`config.mk`:
```
export PLATFORM = sky130hd
export DESIGN_NAME = lp_event_core
export DESIGN_NICKNAME = d
export VERILOG_FILES = /design/src/rtl/lp_event_core.sv
export SDC_FILE = /design/constraint.sdc
export NUM_CORES = 1
export LEC_CHECK = 0
export BUFFER_PORTS_ARGS = -buffer_cell sky130_fd_sc_hd__buf_2
export CAP_MARGIN = 40
export CELL_PAD_IN_SITES_DETAIL_PLACEMENT = 1
export CELL_PAD_IN_SITES_GLOBAL_PLACEMENT = 2
export CORE_MARGIN = 5
export CORE_UTILIZATION = 30
export DETAILED_ROUTE_END_ITERATION = 12
export PLACE_DENSITY = 0.86
export SETUP_SLACK_MARGIN = 0.5
export SKIP_CTS_REPAIR_TIMING = 1
export SLEW_MARGIN = 0
export SYNTH_ARGS = -nofsm -noshare
export SYNTH_HDL_FRONTEND = slang
export SYNTH_SLANG_ARGS = --single-unit
```
`constraint.sdc`:
```
create_clock -name clk -period 2.1 [get_ports clk]
set_input_delay 0.21 -clock clk [delete_from_list [all_inputs] [get_ports clk]]
set_output_delay 0.21 -clock clk [all_outputs]
set_load 0.01 [all_outputs]
```
`src/rtl/lp_event_core.sv`:
```
// Core-side endpoint of the queue<->core event protocol: accepts one event, waits out
// monitor stalls, processes for a fixed time and returns one follow-on event.
module lp_event_core #(
  parameter int MSG_WID     = 32,
  parameter int TIME_WID    = 16,
  parameter int NUM_LP      = 8,
  parameter int CORE_ID     = 0,
  parameter int PROC_CYCLES = 4,
  parameter int DELAY       = 10,
  parameter int LP_STRIDE   = 1
) (
  input  logic               clk,
  input  logic               reset,
  input  logic               in_vld,
  input  logic [MSG_WID-1:0] in_msg,
  output logic               in_rdy,
  input  logic               stall,
  input  logic [3:0]         hist_cnt,
  output logic               out_vld,
  output logic [MSG_WID-1:0] out_msg,
  input  logic               out_rdy,
  output logic               busy,
  output logic [15:0]        evt_cnt
);

  localparam int NB_LP = $clog2(NUM_LP);
  localparam int CNT_W = $clog2(PROC_CYCLES) + 1;

  typedef enum logic [1:0] {
    IDLE = 2'd0,
    WAIT = 2'd1,
    PROC = 2'd2,
    SEND = 2'd3
  } state_t;

  state_t              state_r;
  logic [TIME_WID-1:0] time_r;
  logic [NB_LP-1:0]    lp_r;
  logic [3:0]          hist_r;
  logic [CNT_W-1:0]    cnt_r;

  logic [TIME_WID:0]   time_sum_s;
  logic [TIME_WID-1:0] time_nxt_s;
  logic [NB_LP-1:0]    lp_nxt_s;
  logic [3:0]          hist_nxt_s;
  logic [MSG_WID-1:0]  msg_nxt_s;
  logic                unused_s;

  // Upper input message bits and the core index play no part in the datapath.
  assign unused_s = ^{in_msg[MSG_WID-1:TIME_WID+NB_LP], 1'(CORE_ID)};

  // Follow-on event fields: clamped timestamp, wrapped LP id, saturated history.
  always_comb begin
    time_sum_s = {1'b0, time_r} + (TIME_WID+1)'(DELAY);
    if (time_sum_s[TIME_WID]) begin
      time_nxt_s = '1;
    end else begin
      time_nxt_s = time_sum_s[TIME_WID-1:0];
    end
    lp_nxt_s = lp_r + NB_LP'(LP_STRIDE);
    if (hist_r == 4'hF) begin
      hist_nxt_s = 4'hF;
    end else begin
      hist_nxt_s = hist_r + 4'd1;
    end
    msg_nxt_s                      = '0;
    msg_nxt_s[TIME_WID-1:0]        = time_nxt_s;
    msg_nxt_s[TIME_WID +: NB_LP]   = lp_nxt_s;
    msg_nxt_s[MSG_WID-1 -: 4]      = hist_nxt_s;
  end

  // Event FSM with registered handshake outputs and return counter.
  always_ff @(posedge clk) begin
    if (reset) begin
      state_r <= IDLE;
      in_rdy  <= 1'b1;
      out_vld <= 1'b0;
      out_msg <= '0;
      busy    <= 1'b0;
      evt_cnt <= 16'd0;
      time_r  <= '0;
      lp_r    <= '0;
      hist_r  <= 4'd0;
      cnt_r   <= '0;
    end else begin
      case (state_r)
        IDLE: begin
          if (in_vld && in_rdy) begin
            time_r  <= in_msg[TIME_WID-1:0];
            lp_r    <= in_msg[TIME_WID +: NB_LP];
            in_rdy  <= 1'b0;
            busy    <= 1'b1;
            state_r <= WAIT;
          end
        end
        WAIT: begin
          // History is taken at the cycle the monitor releases the stall.
          if (!stall) begin
            hist_r  <= hist_cnt;
            cnt_r   <= CNT_W'(PROC_CYCLES - 1);
            state_r <= PROC;
          end
        end
        PROC: begin
          if (cnt_r == '0) begin
            out_msg <= msg_nxt_s;
            out_vld <= 1'b1;
            state_r <= SEND;
          end else begin
            cnt_r <= cnt_r - CNT_W'(1);
          end
        end
        SEND: begin
          if (out_rdy) begin
            out_vld <= 1'b0;
            in_rdy  <= 1'b1;
            busy    <= 1'b0;
            evt_cnt <= evt_cnt + 16'd1;
            state_r <= IDLE;
          end
        end
        default: begin
          out_vld <= 1'b0;
          in_rdy  <= 1'b1;
          busy    <= 1'b0;
          state_r <= IDLE;
        end
      endcase
    end
  end

endmodule
```
Word-level counts from Yosys, hierarchy flattened
Cells that the tools add are included.
- flip-flop bits (word level): 70
- input bits: 41
- logic and storage cells: 57
- $add $sub $neg: 5
- eq/ne operators: 9
- muxes and demuxes: 18
- bitwise operators: 1
- reduce and logical (&&, ||, !) cells: 14
- operator list (kind ; number):
    16-bit by 4-bit adder with 17-bit output (second input constant) ; 1
    16-bit by 1-bit adder with 16-bit output (second input constant) ; 1
    16-bit 2-to-1 mux ; 1
    2-bit != test (second input constant) ; 5
    3-bit AND reduction ; 3
    2-bit 2-to-1 mux ; 4
    2-bit case mux with 4 select lines ; 1
    2-bit AND reduction ; 4
    3-bit 2-to-1 mux ; 2
    1-bit case mux with 2 select lines ; 3
    3-bit case mux with 2 select lines ; 1
    2-bit nonzero test ; 3
    1-bit 2-to-1 mux ; 5
    4-bit by 1-bit adder with 4-bit output (second input constant) ; 1
    2-bit equality test (second input constant) ; 2
    4-bit equality test (second input constant) ; 1
    4-bit 2-to-1 mux ; 1
    4-bit AND reduction ; 1
    3-bit by 1-bit adder with 3-bit output (second input constant) ; 1
    3-bit zero test ; 1
    3-bit by 1-bit subtractor with 3-bit output (second input constant) ; 1
    2-bit by 1-bit equality test with 1-bit output (second input constant) ; 1
    2-bit zero test ; 1
    1-bit logical AND ; 1
    1-bit inverter ; 1

Longest topological paths before layout
Gate-level depths: netlist of the first run.
- depth after elaboration: 3
- mapped depth: 8
- gate-level depth less buffers: 7

Least setup slack after synthesis of the first run
Ideal clock, no wire load.
- path kind: register to register
- from: reg state_r[0]
- to: reg evt_cnt[15]
- library setup time: 121 ps
- arrival time: 1702 ps
- required time: 1979 ps
- slack: 277 ps
- stages on the path, launching flop included: 7
- buffers on the path: 1
- clock period less this slack: 1823 ps
- cell sequence: dfxtp_1 > ha_1 > buf_2 > nand3_2 > nor4b_4 > nor3b_1 > mux2_2
- cells in the longest elaborated chain, start to end: 2
- RTL lines (item ; RTL line ; RTL):
    start, declared ; 36 ; state_t state_r;
    start signal, assigned ; 75 ; state_r <= IDLE;
    start signal, assigned ; 93 ; state_r <= WAIT;
    start signal, assigned ; 101 ; state_r <= PROC;
    2-bit equality test ; 86 ; case (state_r)
    2-bit AND reduction (no line) ; -- ;
    end signal, assigned ; 118 ; evt_cnt <= evt_cnt + 16'd1;
    end, declared ; 23 ; output logic [15:0] evt_cnt
Every way passes these cells.
A chain may end at the register's enable or synchronous reset.

Worst setup path in the final report of the first run
- from: reg state_r[0]
- to: reg state_r[1]
- cells in the longest elaborated chain, start to end: 3
- elaborated cells between the ends (all ways): 10
- classes of those cells: 7 x eq/ne; 1 x mux; 2 x reduce/logical
- RTL lines (item ; RTL line):
    2-bit by 1-bit equality test with 1-bit output (tied with other cells) ; 86
    2-bit != test (no line) ; --
    4-bit AND reduction (no line) ; --
Several ways; a longest one is shown, not always the timed one.

==> results.ini, run 1 <==
[floorplan]
die_area_mm2 = 0.01305
fp.dieH_um = 114.2
io_pins = 92
rows = 38
coreArea_mm2 = 0.01075
die_w_um = 114.2
start_util_pct = 30.32

[worst_setup_path]
crit_fanout = 6
critPathSlowestCell = dfxtp_4
worst_r2r_startpoint = state_r[0]$_SDFFE_PP0P_
rrSetupSlack_ps = 460
ff2ff_path_depth = 6
startpoint_type = flop
required_ps = 2300
crit_type = flop to flop
crit_chain = inv_2 -> ha_2 -> a21boi_0 -> a2111oi_4 -> mux2i_1 -> nor2_1
crit_path_end_kind = flop
max_stage_delay_ps = 400
worstReg2RegEnd = state_r[1]$_SDFFE_PP0P_
arrival_ps = 1840
startpoint = state_r[0]$_SDFFE_PP0P_

[route]
drt_pass1_iterations = 4
vias = 2836
postRouteAntennaNets = 0
drt-initial-drc-count = 84
drc = 0
drt-total-wl_mm = 8.681
wl_per_cell_um = 14.47
viasPerCell = 4.727

[timing]
tightest_slew_ps = 528.2
period_share_pct = 78.02
fin_ws_ps = 461.6
hold_violations = 0
setup-violations-final = 0
relSlewSlack_pct = 64.47
setup_tns_ps = 0
min_period_ps = 1638
fmax_mhz = 610.3
fin_skew_ps = 9.499
slew_viol_final = 0
rsz0062_at_grt = yes

[synth]
synth_seq_cells = 70
syn_area_mm2 = 0.003258
synth_ff_type = dfxtp_1
seq_area_frac_synth_pct = 43.01
syn_area_per_cell_um2 = 8.735
yosysMostFrequentCell = dfxtp_1
synthCells = 373
yosys-top-cells-area = dfxtp_1, nand2_1, nor2_1
synth_edf_count = 0
ys_warn_count = 0
ys_types = 44
synth_top_area_cell = dfxtp_1
synth.top_cell.area_share_pct = 43.01
synthArstFlopShare_pct = 0
yosys-top-cells-count = dfxtp_1, nand2_1, nor2_1

[clock_network]
h-tree-depth = 3
cts_sinks = 70
cts_tree = built
clockBufferDepth = 2
root_buffer = clkbuf_8
cts_buffers = 9
clk_pin_slew_ps = 80
clk_latency_ps = 340

[min_path]
holdPathStages = 3
min-delay-start = in_msg[7]
holdPathEnd = time_r[7]$_SDFFE_PP0P_
hp-class = input pin to flop

[final_layout]
area_delta_synth_final_pct = 30.38
utilization_pct = 39.53
design_area_mm2 = 0.004248
drive_above_1_share_pct = 37.17
fin_nets = 506
diodes = 0
n_fill_cell = 1309

[placed_design]
port_buffers = 69
globalplace.congestion = 0.7517
placed_area_mm2 = 0.003752
place_ws_ps = 268.5
post-dp-hpwl_mm = 6.143

[global_route]
grt_pass1_wl_mm = 13.70
grt_pass1_vias = 2839
grt_max_degree = 39
overflow = 0
antenna_found_initial = 0
gr-usage-all-layers_pct = 12.91

[flow_run]
maxCapViolCount = 0

[power_and_ir_drop]
power_mw = 4.377
ir_drop_mv = 0.3663
p_leak_nw = 1.675
power_density_mw_per_mm2 = 1030

[run_status]
status = completed

## cells by family (layout without fill, tap and decap cells)
| family | Yosys count | after routing | synth area share, % |
|---|---|---|---|
| adders and majority gates | 10 | 10 | 3.840 |
| and+or+nand+nor | 148 | 148 | 21.93 |
| other | 1 | 9 | 0.1151 |
| buffers and inverters | 41 | 120 | 6.106 |
| AOI/OAI and AO/OA | 70 | 70 | 15.63 |
| DFF | 70 | 70 | 43.01 |
| xor gates and xnor gates | 24 | 24 | 6.452 |
| muxes | 9 | 9 | 2.919 |
## layout make-up
class	instances	area [um2]	share of cell area, %
clock buffer	9	123.9	2.916
clock inverter	7	48.80	1.149
multi-input combinational	270	1878	44.21
timing repair buffer	91	534.3	12.58
tap	140	175.2	4.124
sequential	70	1439	33.87
inverter	13	48.80	1.149
## how the worst max path moves through the flow
stage,slack (ps),cells after the start,endpoint
4_1_cts,260,6,state_r[1]$_SDFFE_PP0P_
3_5_place_dp,270,6,state_r[1]$_SDFFE_PP0P_
5_1_grt,370,6,state_r[1]$_SDFFE_PP0P_
3_3_place_gp,370,5,evt_cnt[15]$_SDFFE_PP0P_
2_1_floorplan,460,6,evt_cnt[15]$_SDFFE_PP0P_
6_report,460,6,state_r[1]$_SDFFE_PP0P_
## through the flow
step,instances,hold slack [ps]
final,600,94.82
after global routing,600,92.38
after CTS,588,89.24
after detailed placement,572,456.1
after global placement,572,442.6
after floorplan,381,346.0
## sequential cells by signal (all words and copies together), names as in the netlist
signal   count
busy         1
out_msg     23
state_r      2
cnt_r        3
time_r      16
in_rdy       1
lp_r         3
hist_r       4
out_vld      1
evt_cnt     16
## per-layer routing
layer	part of all wire [%]	wire length [um]	up-vias	GRT usage, %
li1	-	-	1420	-
met1	43	3761	1359	15.28
met2	52	4479	53	23.26
met3	4.5	391	4	3.488
met4	0.55	48	0	2.850
met5	0	0	-	0
## critical path: cells and delay by family, from the launching register on
family	cells	cell delay, ps
compound gates	2	530
fa+ha+maj	1	220
buf+inv	1	60
flops	1	400
mux	1	240
simple gates	1	60
## layout by cell type, fill, tap and decap left out, types with 11 or more instances in the layout
cell and count:
buf_4 18, inv_1 11, buf_2 69, a21oi_1 30, xor2_1 11, nand2_1 53, nor2_1 48, a211oi_2 14
dfxtp_2 12, xnor2_1 13, dfxtp_1 52
## where the power goes
part / leakage [nW] / internal, mW / total [mW] / switching, mW
logic: 1.01 / 0.703 / 1.58 / 0.873
clock network: 0.0894 / 0.430 / 0.969 / 0.539
registers: 0.578 / 1.60 / 1.83 / 0.230
total: 1.68 / 2.74 / 4.38 / 1.64
Note: power is estimated with default switching activity, not from simulation.
==> run 2: changes to the inputs <==
--- a/config.mk
+++ b/config.mk
@@ -5,14 +5,15 @@
 export SDC_FILE = /design/constraint.sdc
 export NUM_CORES = 1
 export LEC_CHECK = 0
+export ABC_AREA = 1
 export BUFFER_PORTS_ARGS = -buffer_cell sky130_fd_sc_hd__buf_2
 export CAP_MARGIN = 40
 export CELL_PAD_IN_SITES_DETAIL_PLACEMENT = 1
 export CELL_PAD_IN_SITES_GLOBAL_PLACEMENT = 2
 export CORE_MARGIN = 5
-export CORE_UTILIZATION = 30
+export CORE_UTILIZATION = 26
 export DETAILED_ROUTE_END_ITERATION = 12
-export PLACE_DENSITY = 0.86
+export PLACE_DENSITY = 0.82
 export SETUP_SLACK_MARGIN = 0.5
 export SKIP_CTS_REPAIR_TIMING = 1
 export SLEW_MARGIN = 0
==> constraint.sdc (replaced) <==
create_clock -name clk -period 1.5 [get_ports clk]
set_input_delay 0.15 -clock clk [delete_from_list [all_inputs] [get_ports clk]]
set_output_delay 0.15 -clock clk [all_outputs]
set_load 0.01 [all_outputs]
==> run 2 against run 1 <==
- power rose by 97%
- first-iteration DRC count fell by 14%
- non-clock buffer count rose by 28
- clock skew fell by 2.9 ps
- worst hold slack got worse by 27 ps
- utilization rose by 2.8 points
- global-route usage barely moved
- fmax rose by 15%
- sequential share of layout area fell by 6.3 points
- worst setup slack got worse by 390 ps
- critical path type unchanged
==> results.ini, run 2 <==
[timing]
rsz0062_at_grt = yes  ; unchanged
min_period_ps = 1427  ; was 1638 ps
setup-violations-final = 0  ; unchanged
fmax_mhz = 701.0  ; was 610.3 MHz
period_share_pct = 95.10  ; was 78.02%
holdWs_ps = 67.59  ; was 94.82 ps
hold_violations = 0  ; unchanged
fin_skew_ps = 6.560  ; was 9.499 ps
slew_viol_final = 0  ; unchanged

[clock_network]
cts_tree = built  ; unchanged
root_buffer = clkbuf_16  ; was clkbuf_8
cts_sinks = 70  ; unchanged
cts_buffers = 9  ; unchanged
clk_pin_slew_ps = 60  ; was 80 ps
clockBufferDepth = 2  ; unchanged
clk_latency_ps = 330  ; was 340 ps
h-tree-depth = 3  ; unchanged

[final_layout]
multi_input_area_mm2 = 0.002133  ; was 0.001878 mm2
drive_above_1_share_pct = 55.62  ; was 37.17%
reg_top3 = out_msg (23), evt_cnt (16), time_r (16)  ; unchanged
area_delta_synth_final_pct = 60.24  ; was 30.38%
fin_cells = 724  ; was 600
design_area_mm2 = 0.005315  ; was 0.004248 mm2
fin_nets = 598  ; was 506
final_common_cell = buf_2  ; unchanged
seqCellArea_mm2 = 0.001468  ; was 0.001439 mm2
diodes = 0  ; unchanged
n_fill_cell = 1461  ; was 1309
largest_register = out_msg  ; unchanged
final_cell_mix = buf_2, nand2_1, inv_1, dfxtp_1, buf_4  ; was buf_2, nand2_1, dfxtp_1
largest_register_ffs = 23  ; unchanged

[power_and_ir_drop]
swShare_pct = 37.48  ; was 37.51%
ir_drop_mv = 0.5908  ; was 0.3663 mV
internal_power_mw = 5.400  ; was 2.735 mW
p_leak_nw = 2.192  ; was 1.675 nW
power_mw = 8.637  ; was 4.377 mW
p_comb_share_pct = 43.6  ; was 36.0%
p_clk_share_pct = 24.2  ; was 22.2%
seq_power_share_pct = 32.2  ; was 41.8%
power_density_mw_per_mm2 = 1625  ; was 1030 mW/mm2
switchingPower_mw = 3.238  ; was 1.642 mW

[min_path]
holdPathStages = 3  ; unchanged
min-delay-start = hist_cnt[2]  ; was in_msg[7]
hp-class = input pin to flop  ; unchanged
holdPathEnd = hist_r[2]$_SDFFE_PP0P_  ; was time_r[7]$_SDFFE_PP0P_

[floorplan]
fp.dieH_um = 123.0  ; was 114.2 um
coreArea_mm2 = 0.01257  ; was 0.01075 mm2
die_w_um = 123.0  ; was 114.2 um
io_pins = 92  ; unchanged
start_util_pct = 26.39  ; was 30.32%
rows = 41  ; was 38
die_area_mm2 = 0.01512  ; was 0.01305 mm2

[global_route]
gr-usage-all-layers_pct = 12.86  ; was 12.91%
overflow = 0  ; unchanged
grt_pass1_wl_mm = 15.40  ; was 13.70 mm
grt_max_degree = 50  ; was 39
grt_pass1_vias = 3265  ; was 2839
antenna_found_initial = 0  ; unchanged

[worst_setup_path]
crit_chain = inv_4 -> ha_4 -> inv_4 -> nor3_4 -> buf_6 -> inv_8 -> buf_8 -> o21ai_2 -> a21oi_1  ; was inv_2 -> ha_2 -> a21boi_0 -> a2111oi_4 -> mux2i_1 -> nor2_1
worst_r2r_startpoint = state_r[0]$_SDFFE_PP0P_  ; unchanged
worstReg2RegEnd = time_r[4]$_SDFFE_PP0P_  ; was state_r[1]$_SDFFE_PP0P_
rrSetupSlack_ps = 70  ; was 460 ps
crit_path_end_kind = flop  ; unchanged
crit_type = flop to flop  ; unchanged
ff2ff_path_depth = 9  ; was 6
required_ps = 1720  ; was 2300 ps
max_stage_delay_ps = 370  ; was 400 ps
critPathSlowestCell = dfxtp_4  ; unchanged
path_delay_family = buffers and inverters  ; was compound AO/OA/AOI/OAI gates
cp_num_cells = 9  ; was 6
crit_top_cell = inv_4
crit_fanout = 6  ; unchanged
startpoint_type = flop  ; unchanged
arrival_ps = 1650  ; was 1840 ps
worst-path-buf-inv = 5  ; was 1

[synth]
yosys-top-cells-area = dfxtp_1, o21ai_0, inv_1  ; was dfxtp_1, nand2_1, nor2_1
ys_types = 38  ; was 44
synthArstFlopShare_pct = 0  ; unchanged
syn_area_per_cell_um2 = 7.714  ; was 8.735 um2
synth_ff_type = dfxtp_1  ; unchanged
synth_top_area_cell = dfxtp_1  ; unchanged
synth_edf_count = 0  ; unchanged
synthCells = 430  ; was 373
seq_area_frac_synth_pct = 42.25  ; was 43.01%
synth_seq_cells = 70  ; unchanged
syn_area_mm2 = 0.003317  ; was 0.003258 mm2
synth.top_cell.area_share_pct = 42.25  ; was 43.01%
ys_warn_count = 0  ; unchanged
yosysMostFrequentCell = dfxtp_1  ; unchanged
yosys-top-cells-count = dfxtp_1, o21ai_0, inv_1  ; was dfxtp_1, nand2_1, nor2_1

[route]
drt-total-wl_mm = 10.63  ; was 8.681 mm
drt-initial-drc-count = 72  ; was 84
drt_pass1_iterations = 4  ; unchanged
viasPerCell = 4.530  ; was 4.727
vias = 3280  ; was 2836
drc = 0  ; unchanged
postRouteAntennaNets = 0  ; unchanged
wl_per_cell_um = 14.68  ; was 14.47 um

[flow_run]
maxCapViolCount = 0  ; unchanged

[placed_design]
post-dp-hpwl_mm = 7.168  ; was 6.143 mm
globalplace.congestion = 0.7964  ; was 0.7517
placed_area_mm2 = 0.004154  ; was 0.003752 mm2
port_buffers = 69  ; unchanged
dp.cells = 674  ; was 572

[run_status]
status = completed  ; unchanged

## run 2: changes by cell type in the layout (fill, tap and decap cells not counted), sizes merged, moves of 10 or more
cell,delta
a21oi,+15
o21ai,+52
a211oi,-19
buf,+26
xnor2,-11
inv,+44
nor3,+10
## run 2: area by class of cell
type                            instances  area share [%]
Tap cell                              172           4.049
Sequential cell                        70           27.61
Timing Repair Buffer                  119           17.51
Multi-Input combinational cell        288           40.14
Timing Repair inverter                  2          0.3296
Clock inverter                          4          0.5414
Inverter                               57           4.779
Clock buffer                           12           5.038
## run 2: power by group through the flow
stage	logic, mW	clock network (mW)	registers (mW)
after floorplan	1.69	0	2.79
after global routing	4.08	2.24	2.84
after CTS	2.60	2.13	2.72
after detailed placement	2.55	0	2.75
after global placement	2.48	0	2.72
final	3.77	2.09	2.78
## run 2: worst reg2reg max path, cell delays in order, from the launching register on
cell	delay, ps
dfxtp_4	370
inv_4	80
ha_4	140
inv_4	40
nor3_4	160
buf_6	160
inv_8	60
buf_8	140
o21ai_2	120
a21oi_1	50
## run 2: worst max path at each step
stage | startpoint | to | slack (ps)
after global placement | cnt_r[0]$_SDFFE_PP0P_ | out_msg[15]$_SDFFE_PP0P_ | 50
after floorplan | cnt_r[1]$_SDFFE_PP0P_ | out_msg[28]$_SDFFE_PP0P_ | 170
after global routing | state_r[0]$_SDFFE_PP0P_ | evt_cnt[14]$_SDFFE_PP0P_ | -0.7
after detailed placement | cnt_r[0]$_SDFFE_PP0P_ | out_msg[31]$_SDFFE_PP0P_ | -20
after CTS | cnt_r[0]$_SDFFE_PP0P_ | out_msg[31]$_SDFFE_PP0P_ | -60
final | state_r[0]$_SDFFE_PP0P_ | time_r[4]$_SDFFE_PP0P_ | 70
## run 2: cell families (layout without fill, tap and decap cells)
group                      count (synthesis)  after routing  share of synthesized area, %
buffers and inverters                     80            194                         10.83
other                                      1              9                        0.1131
and+or+nand+nor                          147            147                         21.73
DFF                                       70             70                         42.25
AOI/OAI and AO/OA                        112            112                         18.67
xor gates and xnor gates                  10             10                         2.641
adders and majority gates                 10             10                         3.772
## run 2: per-stage QoR
step	setup TNS, ps	setup slack, ps	utilization, %
2_1_floorplan	0	166.9	-
3_3_place_gp	0	45.02	33.05
3_5_place_dp	-19.09	-19.09	33.05
4_1_cts	-255.0	-62.36	35.41
5_1_grt	-0.7042	-0.7042	42.29
6_report	0	73.45	42.29
## run 2: per-layer routing
metal | global-route usage [%] | part of all wire (%) | vias to the layer above
met5 | 0 | 0 | -
met4 | 4.339 | 1.3 | 0
li1 | - | - | 1635
met3 | 3.111 | 3.6 | 14
met2 | 22.28 | 53 | 57
met1 | 15.60 | 42 | 1574
